--- config.mk ---
export PLATFORM = sky130hd
export DESIGN_NAME = cook_timer_controller
export DESIGN_NICKNAME = d
export VERILOG_FILES = /design/src/rtl/cook_timer_pkg.sv /design/src/rtl/bcd_down_digit.sv /design/src/rtl/cook_timer_controller.sv
export SDC_FILE = /design/constraint.sdc
export NUM_CORES = 1
export LEC_CHECK = 0
export CORE_MARGIN = 2
export CORE_UTILIZATION = 25
export CTS_CLUSTER_DIAMETER = 100
export DETAILED_ROUTE_END_ITERATION = 8
export PLACE_DENSITY = 0.59
export SETUP_SLACK_MARGIN = 0.1
export SLEW_MARGIN = 5
export SYNTH_ARGS = -nofsm -noshare
export SYNTH_HDL_FRONTEND = slang
export SYNTH_SLANG_ARGS = --single-unit
--- constraint.sdc ---
create_clock -name clock -period 2 [get_ports clock]
set_input_delay 0.2 -clock clock [delete_from_list [all_inputs] [get_ports clock]]
set_output_delay 0.2 -clock clock [all_outputs]
set_load 0.1 [all_outputs]
--- src/rtl/cook_timer_pkg.sv ---
// Shared types and constants for the microwave cook timer controller.
package cook_timer_pkg;

    localparam int STATE_W = 3;

    typedef enum logic [STATE_W-1:0] {
        ST_IDLE  = 3'd0,
        ST_ENTRY = 3'd1,
        ST_COOK  = 3'd2,
        ST_PAUSE = 3'd3,
        ST_DONE  = 3'd4
    } state_t;

    localparam logic [3:0] QUICK_START_SEC_TENS = 4'd3;
    localparam logic [3:0] DIGIT_MAX_UNITS      = 4'd9;
    localparam logic [3:0] DIGIT_MAX_TENS       = 4'd5;

    // A keypad code is a usable digit only when it is valid BCD.
    function automatic logic is_bcd_key(input logic [3:0] code);
        return (code <= 4'd9);
    endfunction

endpackage

--- src/rtl/bcd_down_digit.sv ---
// One BCD display digit: loadable, shiftable, and decrementing with wrap to MAX.
module bcd_down_digit #(
    parameter logic [3:0] MAX = 4'd9
) (
    input  logic       clock,
    input  logic       clearn,
    input  logic       load,
    input  logic [3:0] load_value,
    input  logic       dec_en,
    input  logic       shift_en,
    input  logic [3:0] shift_in,
    output logic [3:0] value,
    output logic       borrow_out,
    output logic       zero
);

    logic [3:0] value_r;

    // Digit register: load beats shift, shift beats decrement.
    always_ff @(posedge clock or negedge clearn) begin
        if (!clearn) begin
            value_r <= 4'd0;
        end else if (load) begin
            value_r <= load_value;
        end else if (shift_en) begin
            value_r <= shift_in;
        end else if (dec_en) begin
            value_r <= (value_r == 4'd0) ? MAX : (value_r - 4'd1);
        end else begin
            value_r <= value_r;
        end
    end

    assign value      = value_r;
    assign zero       = (value_r == 4'd0);
    assign borrow_out = dec_en && (value_r == 4'd0);

endmodule

--- src/rtl/cook_timer_controller.sv ---
// Cook timer: keypad time entry, start/stop/door handling and mm:ss BCD countdown.
module cook_timer_controller
    import cook_timer_pkg::*;
(
    input  logic               clock,
    input  logic               clearn,
    input  logic               tick_1hz,
    input  logic               keypad_valid,
    input  logic [3:0]         keypad_digit,
    input  logic               startn,
    input  logic               stopn,
    input  logic               door_closed,
    output logic [3:0]         min_tens,
    output logic [3:0]         min_units,
    output logic [3:0]         sec_tens,
    output logic [3:0]         sec_units,
    output logic               mag_on,
    output logic               done,
    output logic [STATE_W-1:0] state
);

    logic       start_cur_r, start_prev_r, stop_cur_r, stop_prev_r;
    logic       start_press_s, stop_press_s;
    state_t     state_r, state_next_s, state_final_s;
    logic       dec_s, shift_s, clear_s, quick_s, load_s, underflow_s;
    logic       key_ok_s, time_zero_s, time_one_s;
    logic [3:0] su_s, st_s, mu_s, mt_s;
    logic       su_b_s, st_b_s, mu_b_s;
    logic       su_z_s, st_z_s, mu_z_s, mt_z_s;
    logic       mag_on_r, done_r;

    // Key samples; reset to the released level so no press is seen out of reset.
    always_ff @(posedge clock or negedge clearn) begin
        if (!clearn) begin
            start_cur_r  <= 1'b1;
            start_prev_r <= 1'b1;
            stop_cur_r   <= 1'b1;
            stop_prev_r  <= 1'b1;
        end else begin
            start_cur_r  <= startn;
            start_prev_r <= start_cur_r;
            stop_cur_r   <= stopn;
            stop_prev_r  <= stop_cur_r;
        end
    end

    assign start_press_s = start_prev_r & ~start_cur_r;
    assign stop_press_s  = stop_prev_r & ~stop_cur_r;

    assign time_zero_s = mt_z_s & mu_z_s & st_z_s & su_z_s;
    assign time_one_s  = mt_z_s & mu_z_s & st_z_s & (su_s == 4'd1);
    assign key_ok_s    = keypad_valid && is_bcd_key(keypad_digit) && (su_s <= DIGIT_MAX_TENS);

    // Next state and datapath commands, priority stop > door > tick > start > keypad.
    always_comb begin
        state_next_s = state_r;
        dec_s        = 1'b0;
        shift_s      = 1'b0;
        clear_s      = 1'b0;
        quick_s      = 1'b0;
        case (state_r)
            ST_IDLE: begin
                if (stop_press_s) begin
                    clear_s      = 1'b1;
                    state_next_s = ST_IDLE;
                end else if (start_press_s && door_closed) begin
                    quick_s      = 1'b1;
                    state_next_s = ST_COOK;
                end else if (key_ok_s) begin
                    shift_s      = 1'b1;
                    state_next_s = ST_ENTRY;
                end else begin
                    state_next_s = ST_IDLE;
                end
            end
            ST_ENTRY: begin
                if (stop_press_s) begin
                    clear_s      = 1'b1;
                    state_next_s = ST_IDLE;
                end else if (start_press_s && door_closed && !time_zero_s) begin
                    state_next_s = ST_COOK;
                end else if (key_ok_s) begin
                    shift_s      = 1'b1;
                    state_next_s = ST_ENTRY;
                end else begin
                    state_next_s = ST_ENTRY;
                end
            end
            ST_COOK: begin
                if (stop_press_s || !door_closed) begin
                    state_next_s = ST_PAUSE;
                end else if (tick_1hz && !time_zero_s) begin
                    dec_s        = 1'b1;
                    state_next_s = time_one_s ? ST_DONE : ST_COOK;
                end else begin
                    state_next_s = ST_COOK;
                end
            end
            ST_PAUSE: begin
                if (stop_press_s) begin
                    clear_s      = 1'b1;
                    state_next_s = ST_IDLE;
                end else if (start_press_s && door_closed) begin
                    state_next_s = ST_COOK;
                end else begin
                    state_next_s = ST_PAUSE;
                end
            end
            ST_DONE: begin
                if (stop_press_s || start_press_s || !door_closed) begin
                    state_next_s = ST_IDLE;
                end else begin
                    state_next_s = ST_DONE;
                end
            end
            default: begin
                clear_s      = 1'b1;
                state_next_s = ST_IDLE;
            end
        endcase
    end

    // A borrow out of the top digit must never wrap the display; clamp to 00:00 and finish.
    assign state_final_s = underflow_s ? ST_DONE : state_next_s;
    assign load_s        = clear_s | quick_s | underflow_s;

    // State and registered status outputs, all updated on the same edge.
    always_ff @(posedge clock or negedge clearn) begin
        if (!clearn) begin
            state_r  <= ST_IDLE;
            mag_on_r <= 1'b0;
            done_r   <= 1'b0;
        end else begin
            state_r  <= state_final_s;
            mag_on_r <= (state_final_s == ST_COOK);
            done_r   <= (state_final_s == ST_DONE);
        end
    end

    bcd_down_digit #(.MAX(DIGIT_MAX_UNITS)) u_sec_units (
        .clock(clock), .clearn(clearn), .load(load_s), .load_value(4'd0),
        .dec_en(dec_s), .shift_en(shift_s), .shift_in(keypad_digit),
        .value(su_s), .borrow_out(su_b_s), .zero(su_z_s)
    );

    bcd_down_digit #(.MAX(DIGIT_MAX_TENS)) u_sec_tens (
        .clock(clock), .clearn(clearn), .load(load_s),
        .load_value(quick_s ? QUICK_START_SEC_TENS : 4'd0),
        .dec_en(su_b_s), .shift_en(shift_s), .shift_in(su_s),
        .value(st_s), .borrow_out(st_b_s), .zero(st_z_s)
    );

    bcd_down_digit #(.MAX(DIGIT_MAX_UNITS)) u_min_units (
        .clock(clock), .clearn(clearn), .load(load_s), .load_value(4'd0),
        .dec_en(st_b_s), .shift_en(shift_s), .shift_in(st_s),
        .value(mu_s), .borrow_out(mu_b_s), .zero(mu_z_s)
    );

    bcd_down_digit #(.MAX(DIGIT_MAX_UNITS)) u_min_tens (
        .clock(clock), .clearn(clearn), .load(load_s), .load_value(4'd0),
        .dec_en(mu_b_s), .shift_en(shift_s), .shift_in(mu_s),
        .value(mt_s), .borrow_out(underflow_s), .zero(mt_z_s)
    );

    assign min_tens  = mt_s;
    assign min_units = mu_s;
    assign sec_tens  = st_s;
    assign sec_units = su_s;
    assign mag_on    = mag_on_r;
    assign done      = done_r;
    assign state     = state_r;

endmodule

==> results.toml, run 1 <==
[timing]
finalCritPeriodShare = 1.036
setup_violations = 11
hold_viol_final = 0
rsz0062_at_grt = "yes"
slew_headroom = 0.7537
tns_ns = -0.2018
skew_ns = 0.004131
period_minus_slack_ns = 2.073
fin_ws_ns = -0.07275
maxSlewViolCount = 0
worst_pin_slew_ns = 0.3643
fmax_mhz = 482.5

[job]
cap_violations = 0

[worst_setup_path]
critPathArrivalTime_ns = 2.24
ff2ff_setup_slack_ns = -0.07
critPathCaptureType = "flop"
cp.required_ns = 2.16
startpoint_type = "flop"
critPathMaxFanout = 6
crit_type = "reg -> reg"

[pwr]
p_per_area_nw_per_um2 = 1613
power.share.combinational = 0.706
vdd_drop_max_mv = 1.007
power_switching_share = 0.5271
power.switching_mw = 2.080
total_power_mw = 3.947
p_int_mw = 1.867
power_leakage_nw = 0.9956
p_clk_frac = 0.079
p_seq_frac = 0.214

[place]
hpwl_um = 3216
place_area_sq_um = 2152
port_buffers = 31
gp_congestion = 0.7894
dp_cells = 290

[routing]
via_per_inst = 5.017
dr_total_vias = 1520
avgRoutedWirePerCell_um = 15.08
drt-total-wl_um = 4570
first_iter_violations = 82
antenna_left = 0
drc = 0
wl_met2_um = 2235
dr.pass1.iters = 4
highest_layer = "met4"
dr_wl_met3_um = 194
wl_met1_um = 2061

[layout]
fin_cells = 303
n_antenna_cell = 0
drive_gt1_frac = 0.5439
final_util = 0.4181
area_growth_pct = 64.29
final_nets = 240
fin_area_sq_um = 2446

[clocking]
cts.reportedPaths.clkPinSlew_ns = 0.09
cts.hold.buffers_added = 0
cts_sinks = 25
cts-root-buf = "clkbuf_8"
numCtsBuffers = 3
clk_latency_ns = 0.28
cts.path.max_buffers = 2
cts_tree = "built"
h-tree-depth = 1

[synthesis]
synth_area_sq_um = 1489
synth_edf_count = 0
synth_flop_cell = "dfrtp_1"
yosys_warnings = 0
synth_cells = 155
ys_types = 49
synth.yosys.seq_area_share = 0.4235
async_flop_share = 1.000
syn-num-nets = 166
avgSynthCellArea_sq_um = 9.606
synth-seq-cells = 25

[grt]
grt_first_pass_wirelength_um = 7445
grt_pass1_vias = 1432
grt_max_degree = 26
antenna_found_initial = 0
track_usage = 0.1466
grt_overflow = 0

[floorplan]
rows = 28
dieArea_sq_um = 6589
io_pins = 32
core-area_sq_um = 5851
fp.dieW_um = 81.18
initial_utilization = 0.2545
fp.dieH_um = 81.18

[run_status]
status = "finished with violations"
violations = "negative setup slack"

[worst_hold_path]
holdCritPathClass = "in -> async"
final cells by class:
| type | count | area [sq um] |
|---|---|---|
| clock buffer | 4 | 45.04 |
| fill | 559 | 3405 |
| inverter | 4 | 15.01 |
| multi-input combinational | 118 | 977.2 |
| sequential | 25 | 679.4 |
| tap | 75 | 93.84 |
| timing repair buffer | 77 | 635.6 |
registers in the layout (all words and copies together), names as in the netlist:
name	count
u_sec_tens.value	4
u_sec_units.value	4
stop_cur_r	1
start_prev_r	1
stop_prev_r	1
u_min_units.value	4
done	1
state	3
mag_on	1
start_cur_r	1
u_min_tens.value	4
through the flow:
step / hold WS, ns / setup slack, ns
2_1_floorplan: -0.09559 / -0.1659
3_3_place_gp: 0.3555 / -0.1146
3_5_place_dp: 0.3570 / -0.1074
4_1_cts: 0.3076 / -0.08183
5_1_grt: 0.3114 / -0.1533
6_report: 0.2861 / -0.07275
worst paths after layout:
check	startpoint	to	cells past startpoint
worst max-delay path	u_sec_units.value[1]	u_sec_tens.value[1]	7
worst min-delay path	clearn	u_min_units.value[2]	2
worst max register to register	u_sec_units.value[1]	u_sec_tens.value[1]	7
worst min register to register	stop_cur_r	stop_prev_r	0
max in group asynchronous	clearn	start_cur_r	2
min in group clock	stopn	stop_cur_r	1
logic make-up (layout without fill, tap and decap cells):
| kind of cell | after synthesis | in the layout | synth area share |
|---|---|---|---|
| buffers and inverters | 12 | 85 | 0.04033 |
| AND/OR/NAND/NOR | 74 | 74 | 0.3000 |
| AO/OA/AOI/OAI | 33 | 33 | 0.1681 |
| XOR/XNOR | 7 | 7 | 0.04118 |
| flip-flops | 25 | 25 | 0.4235 |
| multiplexers | 4 | 4 | 0.02689 |
power by group through the flow:
| stage | logic [mW] | registers (mW) | clock network [mW] |
|---|---|---|---|
| finish | 2.79 | 0.846 | 0.314 |
| CTS | 2.51 | 0.849 | 0.323 |
| floorplan | 0.754 | 1.76 | 0 |
| global placement | 2.38 | 0.849 | 0 |
| global route | 2.94 | 0.865 | 0.349 |
| detailed placement | 2.38 | 0.859 | 0 |
repair_timing:
action                                  4_1_cts  5_1_grt
pin swaps                                     7       11
buffers inserted                              2        6
gates resized for setup                      11       26
endpoints found under the setup margin       17       17
gates cloned                                  1        1
metal layers:
| layer | vias to the layer above | track usage |
|---|---|---|
| met5 | - | 0 |
| met1 | 747 | 0.2109 |
| li1 | 728 | - |
| met2 | 38 | 0.2298 |
| met4 | 0 | 0.04746 |
| met3 | 7 | 0.01444 |
cells in the final DEF (no fill, tap or decap), drive strengths merged, types with 2 or more instances in the layout:
cell type,n
buf,66
dfrtp,21
nand2,14
nor2,13
clkdlybuf4s50,10
o21ai,8
nor4,8
xnor2,7
nor3,6
nand4,5
nor2b,5
clkbuf,5
o31ai,5
a21oi,4
mux2i,4
dfstp,4
inv,4
or4,4
and2,3
nor3b,3
nor4b,3
a311o,2
a2111oi,2
nand3,2
nand2b,2
synthesized netlist by cell type, types with 2 or more instances:
| master | count | share of area |
|---|---|---|
| nor2b_1 | 5 | 0.021 |
| dfrtp_1 | 21 | 0.35 |
| nand2_1 | 14 | 0.035 |
| o21ai_0 | 3 | 0.010 |
| mux2i_1 | 4 | 0.027 |
| nor4b_1 | 3 | 0.018 |
| and2_1 | 3 | 0.013 |
| o21ai_1 | 5 | 0.017 |
| dfstp_2 | 4 | 0.071 |
| or4_1 | 4 | 0.020 |
| xnor2_1 | 7 | 0.041 |
| clkbuf_1 | 6 | 0.015 |
| nor3b_1 | 2 | 0.010 |
| nor4_1 | 5 | 0.021 |
| inv_1 | 3 | 0.0076 |
| nor4_2 | 2 | 0.017 |
| nand4_1 | 4 | 0.017 |
| a311o_1 | 2 | 0.013 |
| nor3_1 | 6 | 0.020 |
| nand2b_1 | 2 | 0.0084 |
| nor2_1 | 13 | 0.033 |
| buf_6 | 2 | 0.015 |
| nand3_1 | 2 | 0.0067 |
| o31ai_1 | 5 | 0.025 |
| a21oi_1 | 4 | 0.013 |
worst max-delay path, cell delays in order (launching register included):
cell and delay [ns]:
dfrtp_4 0.50, nor4_4 0.30, buf_4 0.17, nand4_4 0.11, a2111oi_4 0.36, buf_6 0.19
a211oi_2 0.04, a211o_1 0.28
(Power assumes the default switching activity.)
==> run 2, diff against run 1 <==
- CORE_UTILIZATION: 25 -> 45
- PLACE_DENSITY: 0.59 -> 0.87
==> results.toml, run 2 (synthesis results as in run 1) <==
[floorplan]
fp.dieW_um = 61.52
core-area_sq_um = 3103
dieArea_sq_um = 3785
io_pins = 32
fp.dieH_um = 61.52
initial_utilization = 0.4798
rows = 20

[layout]
drive_gt1_frac = 0.5204
final_util = 0.7383
final_common_cell = "buf_4"
area_growth_pct = 53.87
n_antenna_cell = 0
final_cell_mix = "55 x buf_4, 13 x nor2_1, 10 x clkdlybuf4s50_1, 10 x dfrtp_4"
fin_cells = 265
final_nets = 233

[clocking]
cts.hold.buffers_added = 0
h-tree-depth = 1
cts.path.max_buffers = 2
cts-root-buf = "clkbuf_4"
numCtsBuffers = 3
cts.reportedPaths.clkPinSlew_ns = 0.15
cts_tree = "built"
clk_latency_ns = 0.33
cts_sinks = 25

[timing]
fmax_mhz = 481.0
fin_ws_ns = -0.07885
skew_ns = 0.01052
finalCritPeriodShare = 1.039
worst_pin_slew_ns = 0.5621
tns_ns = -0.2953
slew_headroom = 0.6218
period_minus_slack_ns = 2.079
maxSlewViolCount = 0
rsz0062_at_grt = "yes"
setup_violations = 13
hold_viol_final = 0

[place]
dp_cells = 254
place_ws_ns = -0.1221
port_buffers = 31
hpwl_um = 3236
gp_congestion = 0.9137

[routing]
via_per_inst = 5.728
dr.pass1.iters = 4
first_iter_violations = 59
drc = 0
avgRoutedWirePerCell_um = 17.02
antenna_left = 0
drt-total-wl_um = 4511
dr_total_vias = 1518

[worst_setup_path]
reg2regPathDepth = 6
critPathCaptureType = "flop"
critPathArrivalTime_ns = 2.32
critPathMaxFanout = 4
startpoint_type = "flop"
crit_type = "reg -> reg"
ff2ff_setup_slack_ns = -0.08
cp.required_ns = 2.24

[pwr]
p_seq_frac = 0.235
power_switching_share = 0.5441
vdd_drop_max_mv = 0.9642
p_int_mw = 1.681
power.share.combinational = 0.700
total_power_mw = 3.686
power_leakage_nw = 0.9230
power.switching_mw = 2.006
p_clk_frac = 0.065
p_per_area_nw_per_um2 = 1609

[grt]
grt_pass1_vias = 1581
track_usage = 0.2618
grt_first_pass_wirelength_um = 7258
antenna_found_initial = 0
grt_overflow = 0
grt_max_degree = 26

[worst_hold_path]
holdCritPathClass = "in -> async"

[run_status]
violations = "negative setup slack"
status = "finished with violations"

[job]
cap_violations = 0
==> run 2: metrics by stage <==
step,area (sq um),hold WS (ns)
3_3_place_gp,2076,0.3542
5_1_grt,2291,0.2222
4_1_cts,2240,0.2262
6_report,2291,0.2165
2_1_floorplan,1602,-0.09559
3_5_place_dp,2076,0.3549
==> run 2: path summary, 6_finish.rpt <==
check,startpoint,end
setup reg to reg,u_sec_tens.value[2],u_sec_tens.value[0]
hold reg to reg,stop_cur_r,stop_prev_r
hold / removal,clearn,state[2]
setup / recovery,u_sec_tens.value[2],u_sec_tens.value[0]
max in group asynchronous,clearn,stop_prev_r
min in group clock,startn,start_cur_r
==> run 2: critical path, stage by stage, from the launching register on <==
cell       delay, ns
dfrtp_4         0.52
nor4_4          0.37
nand4_2         0.18
a2111oi_4       0.39
buf_4           0.21
inv_4           0.04
o311a_1         0.27
==> run 2: what timing repair did <==
| action | 4_1_cts | 5_1_grt |
|---|---|---|
| pin swaps | 15 | 5 |
| buffers inserted | 7 | 0 |
| resized for setup | 21 | 11 |
| endpoints found under the setup margin | 17 | 17 |
==> run 2: metal layers <==
layer	part of all wire	wire length [um]	GRT usage	vias to the layer above
met4	0.031	142	0.09119	0
met3	0.041	184	0.02731	18
met1	0.40	1786	0.3038	731
li1	-	-	-	716
met5	0	0	0	-
met2	0.53	2398	0.4932	53
==> run 2: final cells by class <==
type	count	area, sq um
fill	235	812.0
inverter	4	17.52
clock buffer	3	22.52
sequential	25	679.4
multi-input combinational	118	930.9
tap	44	55.05
clock inverter	1	7.507
timing repair buffer	70	578.1
==> run 2: power by group through the flow <==
stage | registers, mW | clock network, mW | logic (mW)
6_report | 0.866 | 0.240 | 2.58
5_1_grt | 0.886 | 0.269 | 2.70
4_1_cts | 0.863 | 0.243 | 2.48
3_5_place_dp | 0.869 | 0 | 2.31
3_3_place_gp | 0.861 | 0 | 2.25
2_1_floorplan | 1.76 | 0 | 0.754
==> run 3, diff against run 2 <==
- CORE_UTILIZATION: 45 -> 40
- PLACE_DENSITY: 0.87 -> 0.8
==> results.toml, run 3 (synthesis results as in run 1) <==
[worst_setup_path]
critPathMaxFanout = 2
critPathArrivalTime_ns = 2.35
startpoint_type = "flop"
cp.required_ns = 2.20
critPathCaptureType = "flop"
crit_type = "reg -> reg"

[grt]
grt_max_degree = 26
grt_first_pass_wirelength_um = 7659
grt_overflow = 0
track_usage = 0.2414
grt_pass1_vias = 1575
antenna_found_initial = 0

[pwr]
p_clk_frac = 0.074
vdd_drop_max_mv = 0.8269
power_switching_share = 0.5340
power.share.combinational = 0.717
p_seq_frac = 0.209
p_per_area_nw_per_um2 = 1577
power_leakage_nw = 1.014
total_power_mw = 4.008
p_int_mw = 1.867
power.switching_mw = 2.140

[timing]
fmax_mhz = 465.9
rsz0062_at_grt = "yes"
setup_violations = 12
worst_pin_slew_ns = 0.6126
hold_viol_final = 0
skew_ns = 0.009912
fin_ws_ns = -0.1463
period_minus_slack_ns = 2.146
slew_headroom = 0.5879
finalCritPeriodShare = 1.073
maxSlewViolCount = 0

[job]
cap_violations = 0

[layout]
n_antenna_cell = 0
final_common_cell = "buf_4"
fin_cells = 272
area_growth_pct = 70.67
final_nets = 236
drive_gt1_frac = 0.6027
final_cell_mix = "51 x buf_4, 12 x nor2_1, 10 x clkdlybuf4s50_1, 10 x dfrtp_4"
fin_area_sq_um = 2541

[routing]
drt-total-wl_um = 5002
first_iter_violations = 51
dr_total_vias = 1569
avgRoutedWirePerCell_um = 18.39
antenna_left = 0
drc = 0
dr.pass1.iters = 4
via_per_inst = 5.768

[worst_hold_path]
holdCritPathClass = "in -> async"

[floorplan]
fp.dieW_um = 65.01
io_pins = 32
rows = 22
initial_utilization = 0.4129
fp.dieH_um = 65.01
core-area_sq_um = 3606
dieArea_sq_um = 4226

[clocking]
cts_sinks = 25
cts-root-buf = "clkbuf_8"
cts.path.max_buffers = 2
numCtsBuffers = 3
h-tree-depth = 1
cts.hold.buffers_added = 0
cts.reportedPaths.clkPinSlew_ns = 0.09
cts_tree = "built"
clk_latency_ns = 0.28

[place]
hpwl_um = 3168
gp_congestion = 0.8539
place_area_sq_um = 2066
port_buffers = 31
dp_cells = 256

[run_status]
status = "finished with violations"
violations = "negative setup slack"
[run 3: cell types whose count changed in the layout (fill, tap and decap cells not counted), moves of 3 or more]
cell      before  now
buf_4         55   51
buf_6          4    9
clkbuf_4       3    0
clkbuf_8       0    3
o31ai_1        4    0
o31ai_4        0    3
xnor2_1        7    3
xnor2_2        0    4
[run 3: power groups by stage]
stage | logic [mW] | registers [mW] | clock network [mW]
3_5_place_dp | 2.32 | 0.841 | 0
2_1_floorplan | 0.754 | 1.76 | 0
4_1_cts | 2.60 | 0.830 | 0.309
6_report | 2.87 | 0.838 | 0.297
3_3_place_gp | 2.30 | 0.828 | 0
5_1_grt | 2.99 | 0.850 | 0.333
[run 3: final timing paths]
kind                                      startpoint                   to  slack [ns]  depth (start not counted)
min in group clock                             stopn           stop_cur_r        0.34                          1
worst max-delay path            u_sec_units.value[1]  u_sec_tens.value[1]       -0.15                          6
max in group asynchronous                     clearn           stop_cur_r        1.38                          2
worst min-delay path                          clearn             state[0]        0.32                          2
worst max register to register  u_sec_units.value[1]  u_sec_tens.value[1]       -0.15                          6
worst min register to register            stop_cur_r          stop_prev_r        0.37                          0
[run 3: layout make-up]
class / instances / area, sq um
tap: 48 / 60.06
timing repair buffer: 73 / 641.9
fill: 250 / 1065
inverter: 4 / 17.52
clock buffer: 4 / 45.04
sequential: 25 / 679.4
multi-input combinational: 118 / 1097
[run 3: through the flow]
| stage | hold slack, ns | util | worst slack (ns) | TNS, ns |
|---|---|---|---|---|
| 6_report | 0.3182 | 0.7047 | -0.1463 | -0.7198 |
| 5_1_grt | 0.3269 | 0.7047 | -0.1710 | -1.358 |
| 4_1_cts | 0.3063 | 0.6541 | -0.05308 | -0.1477 |
| 3_5_place_dp | 0.3577 | 0.5729 | -0.1372 | -1.336 |
| 3_3_place_gp | 0.3543 | 0.5729 | -0.06137 | -0.3289 |
| 2_1_floorplan | -0.09559 | - | -0.1659 | -1.666 |
[run 3: repair_timing]
action / CTS / global route
cloned: 1 / 0
resized for setup: 31 / 36
pin swaps: 13 / 13
buffers inserted: 9 / 2
setup endpoints to repair: 17 / 18
[run 3: worst max-delay path, stage by stage, from the launching register on]
cell and delay [ns]:
dfrtp_4 0.50, nor4_4 0.34, buf_4 0.17, nand4_1 0.19, or4_1 0.50, a211oi_2 0.24
a211o_1 0.14
[run 3: metal layers]
layer	GRT usage	vias to the layer above	share of wire
li1	-	720	-
met1	0.2857	776	0.40
met2	0.4356	59	0.53
met3	0.02951	14	0.045
met5	0	-	0
met4	0.1068	0	0.028
